**config.mk**
```make
export PLATFORM = sky130hd
export DESIGN_NAME = mem_stage_unit_flat
export DESIGN_NICKNAME = d
export VERILOG_FILES = /design/src/rtl/mem_stage_pkg.sv /design/src/rtl/mem_stage_if.sv /design/src/rtl/mem_sp_reg.sv /design/src/rtl/mem_stage_unit.sv /design/src/flat_wrapper.sv
export SDC_FILE = /design/constraint.sdc
export NUM_CORES = 1
export LEC_CHECK = 0
export ABC_AREA = 0
export CAP_MARGIN = 20
export CORE_MARGIN = 1.5
export CORE_UTILIZATION = 50
export CTS_CLUSTER_DIAMETER = 80
export CTS_CLUSTER_SIZE = 12
export DETAILED_ROUTE_END_ITERATION = 10
export GPL_TIMING_DRIVEN = 1
export PLACE_DENSITY = 0.92
export RECOVER_POWER = 50
export SLEW_MARGIN = 10
export SYNTH_ARGS = -nofsm -noshare
export SYNTH_HDL_FRONTEND = slang
export SYNTH_SLANG_ARGS = --single-unit
```
**constraint.sdc**
```tcl
create_clock -name clk -period 6.7 [get_ports clk]
set_clock_uncertainty 0.05 [all_clocks]
set_input_delay 1.34 -clock clk [delete_from_list [all_inputs] [get_ports clk]]
set_output_delay 1.34 -clock clk [all_outputs]
set_load 0.1 [all_outputs]
```
**src/rtl/mem_stage_pkg.sv**
```systemverilog
// Shared types and defaults for the memory-stage unit: op codes, FSM states,
// default widths and small op-classification helpers.
package mem_stage_pkg;

  localparam int DATA_W_DEF = 16;
  localparam int ADDR_W_DEF = 16;
  localparam int FLAG_W_DEF = 3;

  typedef enum logic [2:0] {
    OP_NOP   = 3'd0,
    OP_LDM   = 3'd1,
    OP_LDD   = 3'd2,
    OP_STD   = 3'd3,
    OP_PUSH  = 3'd4,
    OP_POP   = 3'd5,
    OP_PUSH2 = 3'd6,
    OP_POP2  = 3'd7
  } op_code_t;

  typedef enum logic [1:0] {
    ST_IDLE   = 2'd0,
    ST_ACCESS = 2'd1,
    ST_DONE   = 2'd2
  } state_t;

  function automatic logic is_two_word(input op_code_t op);
    return (op == OP_PUSH2) || (op == OP_POP2);
  endfunction

  function automatic logic is_mem_op(input op_code_t op);
    return (op != OP_NOP) && (op != OP_LDM);
  endfunction

  function automatic logic is_stack_op(input op_code_t op);
    return (op == OP_PUSH) || (op == OP_POP) || (op == OP_PUSH2) || (op == OP_POP2);
  endfunction

endpackage

```
**src/rtl/mem_stage_if.sv**
```systemverilog
// Data-memory request/acknowledge bus; the unit is master, the memory slave.
interface mem_stage_if import mem_stage_pkg::*; #(
  parameter int ADDR_W = ADDR_W_DEF,
  parameter int DATA_W = DATA_W_DEF
) ();

  logic              mem_req;
  logic              mem_we;
  logic [ADDR_W-1:0] mem_addr;
  logic [DATA_W-1:0] mem_wdata;
  logic              mem_ack;
  logic [DATA_W-1:0] mem_rdata;

  modport master (
    output mem_req, mem_we, mem_addr, mem_wdata,
    input  mem_ack, mem_rdata
  );

  modport slave (
    input  mem_req, mem_we, mem_addr, mem_wdata,
    output mem_ack, mem_rdata
  );

endinterface

```
**src/rtl/mem_sp_reg.sv**
```systemverilog
// Stack pointer register: steps by 1 or 2 in either direction, wraps modulo
// 2**ADDR_W, and flags the empty / about-to-wrap conditions.
module mem_sp_reg import mem_stage_pkg::*; #(
  parameter int                ADDR_W  = ADDR_W_DEF,
  parameter logic [ADDR_W-1:0] SP_INIT = '1
) (
  input  logic              clk,
  input  logic              rst_n,
  input  logic              step,
  input  logic              up,
  input  logic              two,
  output logic [ADDR_W-1:0] sp,
  output logic              empty,
  output logic              wrap1,
  output logic              wrap2
);

  logic [ADDR_W-1:0] delta;

  assign delta = two ? ADDR_W'(2) : ADDR_W'(1);

  always_ff @(posedge clk or negedge rst_n) begin
    if (!rst_n) begin
      sp <= SP_INIT;
    end else if (step) begin
      sp <= up ? sp + delta : sp - delta;
    end
  end

  // A single push wraps only from 0; a double push also wraps from 1.
  assign empty = (sp == SP_INIT);
  assign wrap1 = (sp == '0);
  assign wrap2 = (sp[ADDR_W-1:1] == '0);

endmodule

```
**src/rtl/mem_stage_unit.sv**
```systemverilog
// Memory-stage execution unit: LDM/LDD/STD and single/double stack transfers
// over a req/ack data-memory bus, stalling on wait states.
//   state     | meaning
//   ST_IDLE   | ready for a new op (op_ready high)
//   ST_ACCESS | memory request outstanding, word 0 or word 1 of a pair
//   ST_DONE   | result / stack_err presented for one cycle
module mem_stage_unit import mem_stage_pkg::*; #(
  parameter int                DATA_W  = DATA_W_DEF,
  parameter int                ADDR_W  = ADDR_W_DEF,
  parameter int                FLAG_W  = FLAG_W_DEF,
  parameter logic [ADDR_W-1:0] SP_INIT = '1
) (
  input  logic                clk,
  input  logic                rst_n,
  input  logic                op_valid,
  output logic                op_ready,
  input  logic [2:0]          op_code,
  input  logic [DATA_W-1:0]   op_imm,
  input  logic [ADDR_W-1:0]   op_addr,
  input  logic [2*DATA_W-1:0] op_wdata,
  input  logic [FLAG_W-1:0]   flags_in,
  mem_stage_if.master         bus,
  output logic                res_valid,
  output logic [2*DATA_W-1:0] res_data,
  output logic [FLAG_W-1:0]   res_flags,
  output logic                stack_err,
  output logic [ADDR_W-1:0]   sp
);

  state_t            state, state_nxt;
  op_code_t          op_in, op_q;
  logic [ADDR_W-1:0] addr_q;
  logic [2*DATA_W-1:0] wdata_q;
  logic              word_q;
  logic              err_q, err_d;
  logic              accept, last_word, word_ack;
  logic              sp_empty, sp_wrap1, sp_wrap2;

  assign op_in = op_code_t'(op_code);

  always_ff @(posedge clk or negedge rst_n) begin
    if (!rst_n) begin
      state <= ST_IDLE;
    end else begin
      state <= state_nxt;
    end
  end

  always_comb begin
    state_nxt     = state;
    op_ready      = 1'b0;
    accept        = 1'b0;
    res_valid     = 1'b0;
    stack_err     = 1'b0;
    bus.mem_req   = 1'b0;
    bus.mem_we    = 1'b0;
    bus.mem_addr  = '0;
    bus.mem_wdata = '0;
    last_word     = !is_two_word(op_q) || word_q;
    word_ack      = 1'b0;
    err_d         = 1'b0;

    case (op_in)
      OP_POP, OP_POP2: err_d = sp_empty;
      OP_PUSH:         err_d = sp_wrap1;
      OP_PUSH2:        err_d = sp_wrap2;
      default:         err_d = 1'b0;
    endcase

    case (state)
      ST_IDLE: begin
        op_ready = 1'b1;
        accept   = op_valid;
        if (op_valid) begin
          state_nxt = is_mem_op(op_in) ? ST_ACCESS : ST_DONE;
        end
      end
      ST_ACCESS: begin
        bus.mem_req = 1'b1;
        bus.mem_we  = (op_q == OP_STD) || (op_q == OP_PUSH) || (op_q == OP_PUSH2);
        word_ack    = bus.mem_ack;
        // sp only moves after the last ack, so all stack addresses derive from it
        case (op_q)
          OP_LDD, OP_STD: bus.mem_addr = addr_q;
          OP_PUSH:        bus.mem_addr = sp;
          OP_POP:         bus.mem_addr = sp + ADDR_W'(1);
          OP_PUSH2:       bus.mem_addr = word_q ? sp - ADDR_W'(1) : sp;
          OP_POP2:        bus.mem_addr = word_q ? sp + ADDR_W'(2) : sp + ADDR_W'(1);
          default:        bus.mem_addr = '0;
        endcase
        bus.mem_wdata = (op_q == OP_PUSH2 && !word_q) ? wdata_q[2*DATA_W-1:DATA_W]
                                                     : wdata_q[DATA_W-1:0];
        if (bus.mem_ack && last_word) begin
          state_nxt = ST_DONE;
        end
      end
      ST_DONE: begin
        res_valid = 1'b1;
        stack_err = err_q;
        state_nxt = ST_IDLE;
      end
      default: state_nxt = ST_IDLE;
    endcase
  end

  always_ff @(posedge clk or negedge rst_n) begin
    if (!rst_n) begin
      op_q      <= OP_NOP;
      addr_q    <= '0;
      wdata_q   <= '0;
      word_q    <= 1'b0;
      err_q     <= 1'b0;
      res_data  <= '0;
      res_flags <= '0;
    end else if (accept) begin
      op_q      <= op_in;
      addr_q    <= op_addr;
      wdata_q   <= op_wdata;
      word_q    <= 1'b0;
      err_q     <= err_d;
      res_flags <= flags_in;
      res_data  <= (op_in == OP_LDM) ? {{DATA_W{1'b0}}, op_imm} : '0;
    end else if (word_ack) begin
      word_q <= 1'b1;
      case (op_q)
        OP_LDD, OP_POP: res_data[DATA_W-1:0] <= bus.mem_rdata;
        OP_POP2: begin
          if (word_q) res_data[2*DATA_W-1:DATA_W] <= bus.mem_rdata;
          else        res_data[DATA_W-1:0]        <= bus.mem_rdata;
        end
        default: ;
      endcase
    end
  end

  mem_sp_reg #(
    .ADDR_W  (ADDR_W),
    .SP_INIT (SP_INIT)
  ) u_sp (
    .clk   (clk),
    .rst_n (rst_n),
    .step  (word_ack && last_word && is_stack_op(op_q)),
    .up    ((op_q == OP_POP) || (op_q == OP_POP2)),
    .two   (is_two_word(op_q)),
    .sp    (sp),
    .empty (sp_empty),
    .wrap1 (sp_wrap1),
    .wrap2 (sp_wrap2)
  );

endmodule

```
**src/flat_wrapper.sv**
```systemverilog
// flat-port wrapper written by rule: the top's interface ports become plain ports
module mem_stage_unit_flat import mem_stage_pkg::*;
#(
  parameter int                DATA_W  = DATA_W_DEF,
  parameter int                ADDR_W  = ADDR_W_DEF,
  parameter int                FLAG_W  = FLAG_W_DEF,
  parameter logic [ADDR_W-1:0] SP_INIT = '1
)
  (clk, rst_n, op_valid, op_ready, op_code, op_imm, op_addr, op_wdata, flags_in, res_valid, res_data, res_flags, stack_err, sp, bus_mem_req, bus_mem_we, bus_mem_addr, bus_mem_wdata, bus_mem_ack, bus_mem_rdata);
  mem_stage_if #(.ADDR_W(ADDR_W), .DATA_W(DATA_W)) bus_i ();
  input  logic clk;
  input  logic rst_n;
  input  logic op_valid;
  output logic op_ready;
  input  logic [2:0] op_code;
  input  logic [DATA_W-1:0] op_imm;
  input  logic [ADDR_W-1:0] op_addr;
  input  logic [2*DATA_W-1:0] op_wdata;
  input  logic [FLAG_W-1:0] flags_in;
  output logic res_valid;
  output logic [2*DATA_W-1:0] res_data;
  output logic [FLAG_W-1:0] res_flags;
  output logic stack_err;
  output logic [ADDR_W-1:0] sp;
  output wire logic [$bits(bus_i.mem_req)-1:0] bus_mem_req;
  output wire logic [$bits(bus_i.mem_we)-1:0] bus_mem_we;
  output wire logic [$bits(bus_i.mem_addr)-1:0] bus_mem_addr;
  output wire logic [$bits(bus_i.mem_wdata)-1:0] bus_mem_wdata;
  input wire logic [$bits(bus_i.mem_ack)-1:0] bus_mem_ack;
  input wire logic [$bits(bus_i.mem_rdata)-1:0] bus_mem_rdata;
  assign bus_mem_req = bus_i.mem_req;
  assign bus_mem_we = bus_i.mem_we;
  assign bus_mem_addr = bus_i.mem_addr;
  assign bus_mem_wdata = bus_i.mem_wdata;
  assign bus_i.mem_ack = bus_mem_ack;
  assign bus_i.mem_rdata = bus_mem_rdata;
  mem_stage_unit #(.DATA_W(DATA_W), .ADDR_W(ADDR_W), .FLAG_W(FLAG_W), .SP_INIT(SP_INIT)) u_core (.clk(clk), .rst_n(rst_n), .op_valid(op_valid), .op_ready(op_ready), .op_code(op_code), .op_imm(op_imm), .op_addr(op_addr), .op_wdata(op_wdata), .flags_in(flags_in), .bus(bus_i), .res_valid(res_valid), .res_data(res_data), .res_flags(res_flags), .stack_err(stack_err), .sp(sp));
endmodule
```
==> impl_metrics.json, run 1 <==
{
  "post_cts.repair.setup_buffers": 0,
  "status": "finished, violations left",
  "synth_nets": 943,
  "start_kind": "register",
  "syn_avg_cell_area_um2": 7.86,
  "synth_fa_ha_area_share_pct": 4.13,
  "die_h_um": 117,
  "gr-total-overflow": 0,
  "antenna_found_initial": 1,
  "leakagePower_uw": 0.00364,
  "cts_resized": 0,
  "core_um2": 12700,
  "grt_first_pass_wirelength_um": 34000,
  "synthArstFlopShare_pct": 100,
  "drtPass1Iterations": 8,
  "synth_mux_area_share_pct": 0.976,
  "worstHoldEndpoint": "u_core.wdata_q[2]$_DFFE_PN0P_",
  "grt_max_degree": 75,
  "multi_input_area_um2": 3600,
  "relSlewSlack_pct": -118,
  "netlist_area_um2": 6540,
  "synth-seq-cells": 106,
  "slew_viol_final": 184,
  "synth_compound_area_share_pct": 18.8,
  "critPathArrivalTime_ns": 4.25,
  "numPortBuffers": 177,
  "boundaryPins": 178,
  "synth_top_cell_by_area": "dfrtp_1",
  "drc_errors": 0,
  "cp_top_family": "simple AND/OR/NAND/NOR gates",
  "critPathMostFrequentCell": "nand2_1",
  "clk_pin_slew_worst_paths_ns": 0.07,
  "violations": "max-capacitance violations, max-slew violations",
  "end_kind": "output port",
  "min_path_type": "register to register",
  "whs_ns": 0.425,
  "max_freq_mhz": 177,
  "critical_path_class": "register to output port",
  "hold_viol": 0,
  "dp.cells": 1133,
  "cts_max_path_buffers": 2,
  "synth-edff-count": 0,
  "placed_cell_area_um2": 8380,
  "rrSetupSlack_ns": 2.96,
  "synth_top_family_by_area": "simple AND/OR/NAND/NOR gates",
  "setup_viol": 0,
  "final_area_um2": 8660,
  "drtAntennaViolNets": 0,
  "min_period_over_period_pct": 84.2,
  "grt_setup_unrepaired": "no",
  "cts_hold_buf": 0,
  "instances_no_fill": 1150,
  "grt_util_all_layers_pct": 30.9,
  "wire_per_inst_um": 18.5,
  "crit_chain": "nand2_1 -> nor3_2 -> nand2_1 -> a21oi_1 -> clkdlybuf4s50_1",
  "cp_max_fo": 27,
  "cap_violations": 4,
  "drt-total-wl_um": 21300,
  "vdd_ir_drop_max_uv": 422,
  "setup_tns_ns": 0,
  "hold_start": "u_core.wdata_q[2]$_DFFE_PN0P_",
  "place.gp.congestion": 0.979,
  "synth_xor_area_share_pct": 3.35,
  "insertion_delay_ns": 0.37,
  "powerDensity_nw_per_um2": 583,
  "cpPeakStageDelay_ns": 1.18,
  "fin_nets": 1083,
  "critPathRequiredTime_ns": 5.31,
  "ys_seq_area_share_pct": 40.9,
  "cp_slowest_cell": "clkdlybuf4s50_1",
  "synth_cells": 832,
  "cts_made_buffers": 9,
  "path_buf_inv": 1,
  "htree_num_levels": 3,
  "drive_gt1_share_pct": 5.94,
  "synth_top_area_share_pct": 34.4,
  "syn2layout_area_growth_pct": 32.4,
  "r2r-end": "u_core.res_data[10]$_DFFE_PN0P_",
  "synth_cell_types": 73,
  "fin_crit_ns": 5.64,
  "min_path_cells": 2,
  "die-area_um2": 13800,
  "yosys-top-cells-area": "dfrtp_1, nand2_1, dfstp_2, a21oi_1, ha_1",
  "worstMarginPinSlew_ns": 3.27,
  "fp.dieW_um": 117,
  "worst_r2r_path_depth": 7,
  "std_cell_rows": 41,
  "clock-sinks": 106,
  "cts_tree": "done",
  "synth_ff_type": "dfrtp_1",
  "grt_pass1_vias": 6617,
  "cts-root-buf": "clkbuf_16",
  "n_fill_cell": 1035,
  "r2r_start": "u_core.state[0]$_DFFE_PN0P_",
  "vias_per_cell": 5.92,
  "yosys_warnings": 0,
  "routed-via-count": 6805,
  "start_util_pct": 51.6,
  "synthSimpleGateAreaFrac_pct": 27.6,
  "dp_hpwl_um": 14800,
  "seq_area_um2": 2670,
  "drt-initial-drc-count": 868
}
-- layout by cell type, fill, tap and decap left out, types with 4 or more instances in the layout --
cell             instances
dfstp_2                 16
dfrtp_1                 90
o2111ai_1                5
and3_1                   7
o21ai_1                 36
nor3b_1                  4
nand2b_1                 4
xnor2_1                  9
and2_1                   5
o31ai_1                  4
nand3_1                 22
ha_1                    20
buf_4                    8
nor3_1                   9
o21ai_0                 12
nor2b_1                  6
xor2_1                  16
nand2_1                286
nor2_1                  33
clkbuf_16                9
a311oi_1                 4
nand4_1                 11
a31oi_1                  4
a21o_1                   7
clkdlybuf4s50_1        174
a222oi_1                 4
o21a_1                   4
a21oi_1                 63
a22oi_1                 21
inv_1                    8
-- worst max path at each step --
stage	cells past startpoint	end	slack [ns]	from
6_report	5	bus_mem_wdata[6]	1.06	u_core.op_q[1]$_DFFE_PN0P_
5_1_grt	5	bus_mem_wdata[4]	0.81	u_core.op_q[1]$_DFFE_PN0P_
4_1_cts	5	bus_mem_wdata[2]	1.28	u_core.op_q[1]$_DFFE_PN0P_
3_5_place_dp	5	bus_mem_wdata[2]	1.68	u_core.op_q[1]$_DFFE_PN0P_
3_3_place_gp	9	bus_mem_addr[11]	1.80	u_core.u_sp.sp[1]$_DFFE_PN1P_
2_1_floorplan	7	bus_mem_addr[9]	0.99	u_core.u_sp.sp[2]$_DFFE_PN1P_
-- stage by stage --
step           power, uW  worst slack [ns]  utilization, %
6_report            5040              1.06            68.3
2_1_floorplan       3670             0.991               -
3_3_place_gp        4410              1.80            66.1
3_5_place_dp        4460              1.68            66.1
4_1_cts             5020              1.28            68.5
5_1_grt             5320             0.805            68.3
-- worst register-to-register path, stage by stage, from the launching register on --
cell and delay (ns):
dfrtp_1 0.40, nor2_1 0.21, and2_2 0.19, clkbuf_1 2.30, a21oi_2 -0.09, buf_4 0.38, nand2_1 0.13, o21ai_1 0.07
-- cell usage after synthesis, types with 3 or more instances --
master	count
nor3b_1	4
buf_2	7
nand3_1	22
o21ai_0	10
o21a_1	4
nand2_1	286
nand2b_1	4
a21oi_1	64
a22oi_1	21
inv_2	3
inv_1	8
dfrtp_1	90
ha_1	20
a311oi_1	4
xnor2_1	9
nor3_1	10
o2111ai_1	5
nor4_1	3
nand4_1	11
xor2_1	16
o31ai_1	4
a21o_1	7
o21ai_1	38
and3_1	7
a31oi_1	4
mux2i_1	3
dfstp_2	16
clkbuf_1	49
nor2b_1	6
o211ai_1	3
a311o_1	3
nor2_1	33
a222oi_1	4
and2_1	6
-- routing by layer --
metal,part of all wire [%],global-route usage [%]
met3,7.4,5.30
met5,0,0
met2,48,49.2
met4,3.4,15.2
met1,42,41.0
-- cell type report --
type                       instances  share of cell area, %
timing repair buffer             187                   21.1
clock buffer                      11                   2.92
sequential                       106                   30.9
antenna                            1                 0.0289
clock inverter                     5                  0.535
tap                              172                   2.49
inverter                          11                  0.477
multi-input combinational        657                   41.6
-- report_power, final --
part	switching [uW]	leakage [uW]	internal, uW
Clock	251	0.000148	278
Sequential	375	0.00131	929
Combinational	2300	0.00218	914
Total	2920	0.00364	2120
-- flip-flops by register name, indices dropped and copies added (netlist names) --
name,count
u_core.addr_q,16
u_core.word_q,1
u_core.res_flags,3
u_core.u_sp.sp,16
u_core.res_data,32
u_core.state,2
u_core.err_q,1
u_core.op_q,3
u_core.wdata_q,32
-- kinds of logic (layout without fill, tap and decap cells) --
| kind of cell | after synthesis | count (layout) |
|---|---|---|
| XOR/XNOR | 25 | 25 |
| multiplexers | 6 | 6 |
| adder cells (fa/ha/maj) | 21 | 21 |
| flip-flops | 106 | 106 |
| AO/OA/AOI/OAI | 194 | 194 |
| buffers and inverters | 69 | 214 |
| other | 0 | 1 |
| AND/OR/NAND/NOR | 411 | 411 |
No activity file was read; power rests on OpenSTA's default activity.
==> run 2, diff against run 1 <==
Settings changed: CORE_UTILIZATION 50 to 49, PLACE_DENSITY 0.92 to 0.91.
Clock period 6.7 ns to 5.7 ns, I/O delays scaled along.
==> impl_metrics.json, run 2 (same netlist as run 1, synthesis figures left out) <==
{
  "status": "finished, violations left",
  "violations": "max-capacitance violations, max-slew violations",
  "drt-initial-drc-count": 850,
  "internal-power_uw": 2460,
  "leakagePower_uw": 0.00369,
  "clock-sinks": 106,
  "n_fill_cell": 1136,
  "min_path_type": "register to register",
  "netSwitchingFraction_pct": 58.1,
  "crit_chain": "nand2_1 -> nor3_1 -> a22oi_1 -> a21oi_1 -> clkdlybuf4s50_1",
  "min_period_over_period_pct": 87.9,
  "diodes": 0,
  "cp_slowest_cell": "clkdlybuf4s50_1",
  "cts_max_path_buffers": 2,
  "max_freq_mhz": 200,
  "hold_viol": 0,
  "grt_pass1_vias": 6462,
  "cts_resized": 0,
  "cp_top_family": "buffers and inverters",
  "p_total_uw": 5880,
  "setup_viol": 0,
  "core_um2": 13100,
  "post_cts.repair.setup_buffers": 0,
  "drtAntennaViolNets": 0,
  "die-area_um2": 14000,
  "pwr-share-seq_pct": 25.4,
  "drtPass1Iterations": 7,
  "boundaryPins": 178,
  "reg_top3": "u_core.res_data x32, u_core.wdata_q x32",
  "drive_gt1_share_pct": 8.89,
  "cts_made_buffers": 9,
  "cts-root-buf": "clkbuf_16",
  "slew_viol_final": 135,
  "critPathArrivalTime_ns": 3.82,
  "cpPeakStageDelay_ns": 1.17,
  "switching_power_uw": 3420,
  "drt-total-wl_um": 20900,
  "antenna_found_initial": 0,
  "start_kind": "register",
  "numPortBuffers": 177,
  "end_kind": "output port",
  "worstMarginPinSlew_ns": 3.18,
  "cp_max_fo": 27,
  "powerDensity_nw_per_um2": 683,
  "vias_per_cell": 5.84,
  "die_h_um": 119,
  "cts_hold_buf": 0,
  "fp.dieW_um": 119,
  "syn2layout_area_growth_pct": 31.6,
  "wire_per_inst_um": 18.1,
  "dp_hpwl_um": 14700,
  "fin_nets": 1087,
  "power.share.clock_pct": 10.0,
  "std_cell_rows": 42,
  "grt_max_degree": 75,
  "relSlewSlack_pct": -112,
  "grt_setup_unrepaired": "no",
  "critical_path_class": "register to output port",
  "routed-via-count": 6743,
  "layout_commonest_cell": "nand2_1",
  "clk_pin_slew_worst_paths_ns": 0.07,
  "grt_first_pass_wirelength_um": 33800,
  "start_util_pct": 49.8,
  "cts_tree": "done",
  "fin_crit_ns": 5.01,
  "gr-total-overflow": 0,
  "path_buf_inv": 1,
  "cap_violations": 2,
  "layout_common_cells": "nand2_1, clkdlybuf4s50_1, dfrtp_1, a21oi_1, buf_4",
  "insertion_delay_ns": 0.35,
  "critPathRequiredTime_ns": 4.51,
  "grt_util_all_layers_pct": 30.1,
  "setup_tns_ns": 0,
  "combPwrFrac_pct": 64.5,
  "htree_num_levels": 3,
  "vdd_ir_drop_max_uv": 415,
  "place.gp.congestion": 0.991,
  "drc_errors": 0
}
[run 2: final timing paths]
check / cells after the start / from / to / slack (ns)
worst max-delay path: 5 / u_core.op_q[1]$_DFFE_PN0P_ / bus_mem_addr[11] / 0.69
worst min-delay path: 2 / u_core.wdata_q[5]$_DFFE_PN0P_ / u_core.wdata_q[5]$_DFFE_PN0P_ / 0.43
max in group asynchronous: 2 / rst_n / u_core.res_data[30]$_DFFE_PN0P_ / 1.40
min in group asynchronous: 1 / rst_n / u_core.addr_q[10]$_DFFE_PN0P_ / 1.76
worst min register to register: 2 / u_core.wdata_q[5]$_DFFE_PN0P_ / u_core.wdata_q[5]$_DFFE_PN0P_ / 0.43
worst max register to register: 7 / u_core.state[0]$_DFFE_PN0P_ / u_core.res_data[0]$_DFFE_PN0P_ / 2.02
[run 2: power groups by stage]
| stage | clock network (uW) | registers (uW) | logic (uW) |
|---|---|---|---|
| after global placement | 0 | 1470 | 3700 |
| final | 590 | 1500 | 3790 |
| after global routing | 631 | 1530 | 4050 |
| after floorplan | 0 | 2090 | 2220 |
| after CTS | 603 | 1480 | 3770 |
| after detailed placement | 0 | 1490 | 3750 |
[run 2: through the flow]
stage               worst slack (ns)  instances  instance area (um^2)  hold slack (ns)  util [%]
finish                         0.688       1155                  8610            0.428      65.5
global placement                1.13       1141                  8350            0.407      63.6
detailed placement              1.09       1141                  8350            0.412      63.6
CTS                            0.707       1155                  8620            0.430      65.6
global route                   0.535       1155                  8610            0.443      65.5
floorplan                      0.191        832                  6540            0.395         -
[run 2: final cells by class]
| cell class | count | area (um^2) | share of cell area, % |
|---|---|---|---|
| clock inverter | 5 | 45.0 | 0.523 |
| multi-input combinational | 657 | 3600 | 41.9 |
| clock buffer | 9 | 225 | 2.62 |
| tap | 176 | 220 | 2.56 |
| timing repair buffer | 191 | 1800 | 20.9 |
| sequential | 106 | 2670 | 31.0 |
| inverter | 11 | 41.3 | 0.480 |
[run 2: routing by layer]
metal  global-route usage [%]  share of wire [%]
met5                        0                  0
met3                     4.10                7.7
met4                     13.6                3.4
met2                     47.9                 48
met1                     40.9                 41
[run 2: worst min-delay path, delay by kind of cell, from the launching register on]
kind             cells  cell delay [ns]
flip-flops           1             0.34
AND/OR/NAND/NOR      2             0.10
